**src/rtl/rvseed_pipe_pkg.sv**
```systemverilog
// Shared definitions for the pipeline-stage registers.
// RESET_PC / NOP_INSTR are the architectural reset PC and the bubble
// instruction (addi x0,x0,0). pipe_payload_t is the default-width payload
// carried across a stage boundary.
package rvseed_pipe_pkg;
  localparam logic [63:0] RESET_PC  = 64'h8000_0000;
  localparam logic [31:0] NOP_INSTR = 32'h0000_0013;

  typedef struct packed {
    logic [63:0] pc;
    logic [31:0] instr;
    logic [7:0]  side;
  } pipe_payload_t;

  // Number of held entries from the two slot valid bits.
  function automatic logic [1:0] occ_count(input logic a, input logic b);
    return {1'b0, a} + {1'b0, b};
  endfunction
endpackage

```
**src/rtl/pipe_stage_skid_reg_if.sv**
```systemverilog
// Handshake bundle between two pipeline stages.
//   in_*  : upstream valid/ready + payload (pc, instr, side)
//   out_* : downstream valid/ready + payload
//   flush : kill all held entries; occupancy : entries held (0..2)
// slave = the stage register, master = the driving environment.
interface pipe_stage_skid_reg_if #(
  parameter int PC_W    = 64,
  parameter int INSTR_W = 32,
  parameter int SIDE_W  = 8
) ();
  logic               in_valid;
  logic               in_ready;
  logic [PC_W-1:0]    in_pc;
  logic [INSTR_W-1:0] in_instr;
  logic [SIDE_W-1:0]  in_side;
  logic               out_valid;
  logic               out_ready;
  logic [PC_W-1:0]    out_pc;
  logic [INSTR_W-1:0] out_instr;
  logic [SIDE_W-1:0]  out_side;
  logic               flush;
  logic [1:0]         occupancy;

  modport slave (
    input  in_valid, in_pc, in_instr, in_side, out_ready, flush,
    output in_ready, out_valid, out_pc, out_instr, out_side, occupancy
  );
  modport master (
    output in_valid, in_pc, in_instr, in_side, out_ready, flush,
    input  in_ready, out_valid, out_pc, out_instr, out_side, occupancy
  );
endinterface

```
**src/rtl/pipe_skid_entry.sv**
```systemverilog
// One payload slot with a valid bit.
//   clk, rst : clock, synchronous active-high reset (q <= RST_VAL)
//   load     : capture d and mark valid
//   clr      : drop the entry; q keeps its value so a held PC stays visible
//   vld, q   : slot state
// clr wins over load so a flush discards a payload arriving the same cycle.
module pipe_skid_entry #(
  parameter int           W       = 1,
  parameter logic [W-1:0] RST_VAL = '0
) (
  input  logic         clk,
  input  logic         rst,
  input  logic         load,
  input  logic         clr,
  input  logic [W-1:0] d,
  output logic         vld,
  output logic [W-1:0] q
);
  always_ff @(posedge clk) begin
    if (rst) begin
      vld <= 1'b0;
      q   <= RST_VAL;
    end else if (clr) begin
      vld <= 1'b0;
    end else if (load) begin
      vld <= 1'b1;
      q   <= d;
    end
  end
endmodule

```
**src/rtl/pipe_stage_skid_reg.sv**
```systemverilog
// Generic pipeline stage register (IF/ID, ID/EX, EX/MEM).
//   clk, rst : clock, synchronous active-high reset
//   bus      : slave side of pipe_stage_skid_reg_if (in_*, out_*, flush,
//              occupancy)
// SKID=1: main + skid slot, in_ready comes only from skid state (no path
// from out_ready). SKID=0: one slot, in_ready = ~main_valid | out_ready.
// Outputs show a NOP bubble whenever out_valid=0; out_pc holds.
module pipe_stage_skid_reg
  import rvseed_pipe_pkg::*;
#(
  parameter int                 PC_W      = 64,
  parameter int                 INSTR_W   = 32,
  parameter int                 SIDE_W    = 8,
  parameter logic [PC_W-1:0]    RESET_PC  = PC_W'(rvseed_pipe_pkg::RESET_PC),
  parameter logic [INSTR_W-1:0] NOP_INSTR = INSTR_W'(rvseed_pipe_pkg::NOP_INSTR),
  parameter bit                 SKID      = 1'b1
) (
  input logic                 clk,
  input logic                 rst,
  pipe_stage_skid_reg_if.slave bus
);
  localparam int           W         = PC_W + INSTR_W + SIDE_W;
  localparam logic [W-1:0] ENTRY_RST = {RESET_PC, NOP_INSTR, {SIDE_W{1'b0}}};

  logic [W-1:0] in_pl, main_q, main_d;
  logic         main_vld, skid_vld, main_load, main_clr, acc, iss;

  assign in_pl = {bus.in_pc, bus.in_instr, bus.in_side};
  assign acc   = bus.in_valid & bus.in_ready;
  assign iss   = main_vld & bus.out_ready;

  generate
    if (SKID) begin : g_skid
      logic [W-1:0] skid_q;
      logic         skid_load, skid_clr;
      assign bus.in_ready = ~skid_vld & ~rst;
      // Skid only fills when main is stalled; on issue it drains into main
      // before anything new is taken, which keeps FIFO order.
      assign skid_load = acc & main_vld & ~iss;
      assign skid_clr  = bus.flush | (skid_vld & iss);
      assign main_load = skid_vld ? iss : (acc & (~main_vld | iss));
      assign main_d    = skid_vld ? skid_q : in_pl;
      pipe_skid_entry #(.W(W), .RST_VAL(ENTRY_RST)) u_skid (
        .clk  (clk),
        .rst  (rst),
        .load (skid_load),
        .clr  (skid_clr),
        .d    (in_pl),
        .vld  (skid_vld),
        .q    (skid_q)
      );
    end else begin : g_single
      assign bus.in_ready = (~main_vld | bus.out_ready) & ~rst;
      assign main_load    = acc;
      assign main_d       = in_pl;
      assign skid_vld     = 1'b0;
    end
  endgenerate

  // Issue without a refill empties main; flush overrides any load.
  assign main_clr = bus.flush | (iss & ~main_load);

  pipe_skid_entry #(.W(W), .RST_VAL(ENTRY_RST)) u_main (
    .clk  (clk),
    .rst  (rst),
    .load (main_load),
    .clr  (main_clr),
    .d    (main_d),
    .vld  (main_vld),
    .q    (main_q)
  );

  assign bus.out_valid = main_vld;
  assign bus.out_pc    = main_q[W-1 -: PC_W];
  assign bus.out_instr = main_vld ? main_q[SIDE_W +: INSTR_W] : NOP_INSTR;
  assign bus.out_side  = main_vld ? main_q[SIDE_W-1:0] : '0;
  assign bus.occupancy = occ_count(main_vld, skid_vld);
endmodule

```
**src/flat_wrapper.sv**
```systemverilog
// flat-port wrapper written by rule: the top's interface ports become plain ports
module pipe_stage_skid_reg_flat import rvseed_pipe_pkg::*;
#(
  parameter int                 PC_W      = 64,
  parameter int                 INSTR_W   = 32,
  parameter int                 SIDE_W    = 8,
  parameter logic [PC_W-1:0]    RESET_PC  = PC_W'(rvseed_pipe_pkg::RESET_PC),
  parameter logic [INSTR_W-1:0] NOP_INSTR = INSTR_W'(rvseed_pipe_pkg::NOP_INSTR),
  parameter bit                 SKID      = 1'b1
)
  (clk, rst, bus_in_valid, bus_in_pc, bus_in_instr, bus_in_side, bus_out_ready, bus_flush, bus_in_ready, bus_out_valid, bus_out_pc, bus_out_instr, bus_out_side, bus_occupancy);
  pipe_stage_skid_reg_if #(.PC_W(PC_W), .INSTR_W(INSTR_W), .SIDE_W(SIDE_W)) bus_i ();
  input logic clk;
  input logic rst;
  input wire logic [$bits(bus_i.in_valid)-1:0] bus_in_valid;
  input wire logic [$bits(bus_i.in_pc)-1:0] bus_in_pc;
  input wire logic [$bits(bus_i.in_instr)-1:0] bus_in_instr;
  input wire logic [$bits(bus_i.in_side)-1:0] bus_in_side;
  input wire logic [$bits(bus_i.out_ready)-1:0] bus_out_ready;
  input wire logic [$bits(bus_i.flush)-1:0] bus_flush;
  output wire logic [$bits(bus_i.in_ready)-1:0] bus_in_ready;
  output wire logic [$bits(bus_i.out_valid)-1:0] bus_out_valid;
  output wire logic [$bits(bus_i.out_pc)-1:0] bus_out_pc;
  output wire logic [$bits(bus_i.out_instr)-1:0] bus_out_instr;
  output wire logic [$bits(bus_i.out_side)-1:0] bus_out_side;
  output wire logic [$bits(bus_i.occupancy)-1:0] bus_occupancy;
  assign bus_i.in_valid = bus_in_valid;
  assign bus_i.in_pc = bus_in_pc;
  assign bus_i.in_instr = bus_in_instr;
  assign bus_i.in_side = bus_in_side;
  assign bus_i.out_ready = bus_out_ready;
  assign bus_i.flush = bus_flush;
  assign bus_in_ready = bus_i.in_ready;
  assign bus_out_valid = bus_i.out_valid;
  assign bus_out_pc = bus_i.out_pc;
  assign bus_out_instr = bus_i.out_instr;
  assign bus_out_side = bus_i.out_side;
  assign bus_occupancy = bus_i.occupancy;
  pipe_stage_skid_reg #(.PC_W(PC_W), .INSTR_W(INSTR_W), .SIDE_W(SIDE_W), .RESET_PC(RESET_PC), .NOP_INSTR(NOP_INSTR), .SKID(SKID)) u_core (.clk(clk), .rst(rst), .bus(bus_i));
endmodule
```
**config.mk**
```make
export PLATFORM = sky130hd
export DESIGN_NAME = pipe_stage_skid_reg_flat
export DESIGN_NICKNAME = d
export VERILOG_FILES = /design/src/rtl/rvseed_pipe_pkg.sv /design/src/rtl/pipe_stage_skid_reg_if.sv /design/src/rtl/pipe_skid_entry.sv /design/src/rtl/pipe_stage_skid_reg.sv /design/src/flat_wrapper.sv
export SDC_FILE = /design/constraint.sdc
export NUM_CORES = 1
export LEC_CHECK = 0
export BUFFER_PORTS_ARGS = -buffer_cell sky130_fd_sc_hd__buf_4
export CAP_MARGIN = 5
export CORE_MARGIN = 4
export CORE_UTILIZATION = 45
export CTS_BUF_LIST = sky130_fd_sc_hd__clkbuf_4
export DETAILED_ROUTE_END_ITERATION = 8
export PLACE_DENSITY_LB_ADDON = 0.2
export SYNTH_ARGS = -nofsm -noshare
export SYNTH_HDL_FRONTEND = slang
export SYNTH_SLANG_ARGS = --single-unit
```
**constraint.sdc**
```tcl
create_clock -name clk -period 2 [get_ports clk]
set_clock_uncertainty 0.1 [all_clocks]
set_input_delay 0.3 -clock clk [delete_from_list [all_inputs] [get_ports clk]]
set_output_delay 0.3 -clock clk [all_outputs]
set_load 0.02 [all_outputs]
```
After elaboration in Yosys (flattened, before gate mapping)
Index checks and enable logic that the tools add are counted.
{ "totals": {"regBits": 210, "inputBits": 109, "output_inout_bits": 108, "elab_cells": 31} }
{ "op_classes": {"add_sub_neg": 1, "n_mux": 4, "bitwise_logic": 18, "n_reduce_logical": 4} }
{ "op_table": {"columns": ["cell", "count"], "rows": [
  ["$mux W104", 1],
  ["$mux W32", 1],
  ["$and A1 B1 Y1", 8],
  ["$mux W8", 1],
  ["$not A1 Y1", 7],
  ["$reduce_and A2 Y1", 2],
  ["$reduce_or A2 Y1", 2],
  ["$or A1 B1 Y1", 3],
  ["$add A1 B1 Y2", 1],
  ["$mux W1", 1]
]} }

Longest topological paths before layout
{ "logic_depth": {"word_depth": 10, "mapped_depth": 6, "depth_no_buf": 3} }

Hierarchy
From an unflattened synthesis, not the netlist that was laid out.
{ "unflattened": {"hier_cells": 1123, "hier_area_um2": 11721.2} }
{ "modules_own_cells": {"columns": ["mod", "n_inst", "cells_per_inst", "area_per_inst_um2", "seq_area_each_um2"], "rows": [
  ["pipe_skid_entry", 2, 476, 5068.6, 2102.0],
  ["pipe_stage_skid_reg", 1, 171, 1584.0, 0.0]
]} }

Worst setup path after synthesis
No wires, ideal clock.
{ "synth_timing": {"path_kind": "register to register", "from": "register u_core.u_main.vld", "to": "register u_core.u_main.q[14]", "setup_time_ps": 121, "arrival_time_ps": 1541, "required_time_ps": 1779, "slack_ps": 238, "stages_incl_launch_ff": 7, "n_path_buf": 3, "synth_period_minus_slack_ps": 1762, "cell_sequence": "dfxtp_1 buf_2 nor2_1 o221ai_4 buf_6 buf_6 mux2_4"} }
{ "synth_via": {"elab_chain_len": 9, "word_cells_on_any_way": 10, "classes_between": "mux: 1; bitwise: 8; reduce/logical: 1"} }
{ "synth_lines": {"columns": ["item", "line_no", "source"], "rows": [
  ["start, declared", "pipe_skid_entry.sv:16", "output logic vld,"],
  ["start signal, assigned", "pipe_skid_entry.sv:21", "vld <= 1'b0;"],
  ["start signal, assigned", "pipe_skid_entry.sv:24", "vld <= 1'b0;"],
  ["start signal, assigned", "pipe_skid_entry.sv:26", "vld <= 1'b1;"],
  ["$and A1 B1 Y1 / $not A1 Y1 (equally long branches)", "pipe_stage_skid_reg.sv:30, pipe_stage_skid_reg.sv:41", null],
  ["$or A1 B1 Y1", "pipe_stage_skid_reg.sv:41", "assign main_load = skid_vld ? iss : (acc & (~main_vld | iss));"],
  ["$and A1 B1 Y1", "pipe_stage_skid_reg.sv:41", null],
  ["$mux W1", "pipe_stage_skid_reg.sv:41", null],
  ["$not A1 Y1", "pipe_stage_skid_reg.sv:61", "assign main_clr = bus.flush | (iss & ~main_load);"],
  ["$and A1 B1 Y1", "pipe_stage_skid_reg.sv:61", null],
  ["$or A1 B1 Y1", "pipe_stage_skid_reg.sv:61", null],
  ["$not A1 Y1 (no source line)", null, null],
  ["$reduce_and A2 Y1 (no source line) (*)", null, null],
  ["end signal, assigned", "pipe_skid_entry.sv:22", "q <= RST_VAL;"],
  ["end signal, assigned", "pipe_skid_entry.sv:27", "q <= d;"],
  ["end, declared", "pipe_skid_entry.sv:17", "output logic [W-1:0] q"]
]} }
Mark *: on every way between the ends. The rest lies on a longest branch, timed or not.
A chain may end at the register's enable or synchronous reset.

Worst setup path after layout
{ "layout_timing": {"from": "register u_core.u_main.vld", "to": "output port bus_out_instr[27]"} }
{ "layout_via": {"elab_chain_len": 1} }
{ "layout_lines": {"columns": ["item", "line_no", "source"], "rows": [
  ["$mux W32", "pipe_stage_skid_reg.sv:75", "assign bus.out_instr = main_vld ? main_q[SIDE_W +: INSTR_W] : NOP_INSTR;"],
  ["end, declared", "flat_wrapper.sv:24", "output wire logic [$bits(bus_i.out_instr)-1:0] bus_out_instr;"]
]} }
Every way passes these cells.

==> out/metrics.cfg <==
[status]
status = finished with violations
violations = negative setup slack

[power]
seqPwrFrac = 0.447
power_frac_comb = 0.132
switching_share = 0.2498
ir_drop_uv = 477.9
pwr-share-clk = 0.421
internal_power_uw = 7243
p_sw_uw = 2412
leakagePower_uw = 0.005953
p_per_area_nw_per_um2 = 669.6

[setup_path]
crit_arrival_ns = 1.62
cp-endpoint = bus_out_instr[27]
timing.rr.start = u_core.u_main.vld
startpoint_type = flip-flop
setup.worst_path.class = flip-flop to output pin
cp-end-kind = output pin
crit_fanout = 9
r2r_end = u_core.u_main.q[70]
r2r_cells = 5
worstPathRequired_ns = 1.60
crit_chain = buf_12, buf_16, and2_4, buf_6
setup.worst_path.start = u_core.u_main.vld
reg2reg_slack_ns = 0.08
cp_slowest_cell = dfxtp_4
cpPeakStageDelay_ns = 0.40

[clock_tree]
cts.sinks = 210
htreeDepth = 2
clk_pin_slew_ns = 0.07
cts_buffers = 56
clock_latency_ns = 0.67
cts_root_buf = clkbuf_4
cts_buffer_depth = 3
cts_tree = done

[placed_design]
gp_congestion = 0.7544
dpl.hpwl_um = 15670
portBuffers = 216
place_area_um2 = 12010

[min_path]
hp-class = input pin to flip-flop

[die]
die_area_um2 = 26090
die_h_um = 161.5
start_util = 0.4628
io_pins = 217
die_w_um = 161.5
core_area_um2 = 22920
num_rows = 55

[detailed_routing]
drt_iter0_drc = 533
ant_nets = 0
drc = 0
wl_um = 28350
wl_per_cell_um = 15.97
avgViaCountPerCell = 5.108
dr.pass1.iters = 6
vias = 9066

[timing]
tightest_slew_ns = 0.6418
timing.hold.ws_ns = 0.08690
relSlewSlack = 0.5707
grt_setup_unrepaired = true
period_share = 1.010
drv_slew = 0
setup_ws_ns = -0.02063
finalSetupViolations = 18
hold_violations = 0
fmaxAchievable_mhz = 494.9
post-route-min-period_ns = 2.021

[global_route]
grt_max_degree = 84
grt_pass1_vias = 9040
grt_use_total = 0.2080
met1_usage = 0.2703
antenna_found_initial = 2
grt_pass1_wl_um = 45710
gr-usage-met3 = 0.04414
top_usage_layer = met2
use_met2 = 0.3439
grt_overflow_total = 0

[layout]
final_area_um2 = 14420
syn_to_final_growth_pct = 35.96
drive_gt1_frac = 0.3404
finalNetCount = 1526

[flow_run]
maxCapViolCount = 0

[yosys]
synth_cells = 1164
mappedNetlistArea_um2 = 10610
synth.distinct_cells = 29
synth_warnings = 0
yosys_register_bits = 210
syn_nets = 1274
ys_seq_area_frac = 0.3964
postSynthAreaPerCell_um2 = 9.112

logic make-up after synthesis:
kind of cell             share of synthesized area
multiplexers                                0.2241
buffers and inverters                      0.09567
adder cells (fa/ha/maj)                   0.001179
flip-flops                                  0.3964
AO/OA/AOI/OAI                               0.1044
AND/OR/NAND/NOR                             0.1782
placed cells by master (no fill, tap or decap), types with 3 or more instances in the layout:
cell type        n
nor2_1         106
nor2b_1        104
and2_1           3
a211o_1          4
and2_4          35
buf_12          18
buf_6           41
o21ai_0        101
mux2i_1        104
and3_1           4
mux2_4          56
nand3_1        100
a211oi_1         4
buf_4          188
clkbuf_4        98
dlygate4sd3_1  114
clkinv_1         3
dfxtp_1        208
mux2_2          44
buf_16           3
a21oi_1        102
cell usage after synthesis:
| master | n | area [um^2] |
|---|---|---|
| ha_1 | 1 | 12.51 |
| or2_1 | 1 | 6.260 |
| nor2b_1 | 104 | 650.6 |
| mux2_2 | 44 | 495.5 |
| buf_1 | 4 | 15.01 |
| nand3_1 | 100 | 500.5 |
| a21oi_1 | 102 | 510.5 |
| clkbuf_1 | 51 | 191.4 |
| nor3_1 | 1 | 5.000 |
| buf_6 | 8 | 90.09 |
| and2_1 | 37 | 231.5 |
| nand2b_1 | 4 | 25.02 |
| nor2b_2 | 1 | 8.760 |
| a211o_1 | 4 | 35.03 |
| a211oi_1 | 4 | 30.03 |
| and4bb_2 | 1 | 12.51 |
| buf_2 | 43 | 215.2 |
| mux2_4 | 56 | 840.8 |
| nor2_1 | 107 | 401.6 |
| dfxtp_1 | 210 | 4204 |
| and2_4 | 1 | 8.760 |
| o221ai_4 | 1 | 26.28 |
| and3_1 | 4 | 25.02 |
| mux2i_1 | 104 | 1041 |
| nand4bb_1 | 1 | 11.26 |
| o21ai_0 | 101 | 505.5 |
| inv_1 | 2 | 7.510 |
| nand2_1 | 1 | 3.750 |
| buf_4 | 66 | 495.5 |
sequential cells by signal, summed over array words and instances (netlist names):
signal and flops:
u_core.g_skid.u_skid.q 104, u_core.g_skid.u_skid.vld 1, u_core.u_main.q 104, u_core.u_main.vld 1
metrics by stage:
stage | TNS (ns) | utilization | setup slack, ns | total power (uW) | instances
floorplan | 0 | - | 0.2376 | 5057 | 1164
global placement | 0 | 0.5241 | 0.1567 | 5424 | 1545
detailed placement | 0 | 0.5241 | 0.1389 | 5429 | 1545
CTS | -1.960 | 0.6276 | -0.07748 | 9773 | 1772
global route | -3.081 | 0.6293 | -0.1100 | 10120 | 1775
finish | -0.1371 | 0.6293 | -0.02063 | 9655 | 1775
power by group through the flow:
| stage | logic, uW | registers (uW) | clock network, uW |
|---|---|---|---|
| floorplan | 667 | 4390 | 0 |
| global placement | 1020 | 4410 | 0 |
| detailed placement | 1020 | 4400 | 0 |
| CTS | 1270 | 4310 | 4190 |
| global route | 1370 | 4320 | 4430 |
| finish | 1270 | 4320 | 4070 |
final cells by class:
type	instances	area, um^2
Antenna cell	2	5.005
Clock buffer	98	735.7
Clock inverter	4	41.29
Fill cell	1912	8496
Inverter	2	7.507
Multi-Input combinational cell	780	5530
Sequential cell	210	4212
Tap cell	313	391.6
Timing Repair Buffer	366	3497
layer usage:
layer,wire (um),vias up
met1,12620,4305
met4,636,0
met2,13490,257
met3,1605,54
li1,-,4450
met5,0,-
worst max-delay path: cells and delay by family (launching register included):
| kind | cells | cell delay (ns) |
|---|---|---|
| simple gates | 1 | 0.14 |
| flops | 1 | 0.40 |
| buf+inv | 3 | 0.40 |
worst min path at each step:
stage                                    start  cells after the start                          to
floorplan           u_core.g_skid.u_skid.q[12]                      1  u_core.g_skid.u_skid.q[12]
finish                                     rst                      4         u_core.u_main.q[71]
global route                               rst                      4         u_core.u_main.q[12]
CTS                                        rst                      4         u_core.u_main.q[12]
detailed placement   u_core.g_skid.u_skid.q[9]                      1   u_core.g_skid.u_skid.q[9]
global placement    u_core.g_skid.u_skid.q[12]                      1  u_core.g_skid.u_skid.q[12]
repair_timing:
| item | in CTS | in global routing |
|---|---|---|
| buffers inserted | 9 | 0 |
| hold endpoints to repair | 210 | 0 |
| hold buffers | 114 | 0 |
| endpoints found under the setup margin | 41 | 96 |
| resized for setup | 87 | 2 |
| gates cloned | 3 | 1 |
Power figures use the tool's default switching activity.
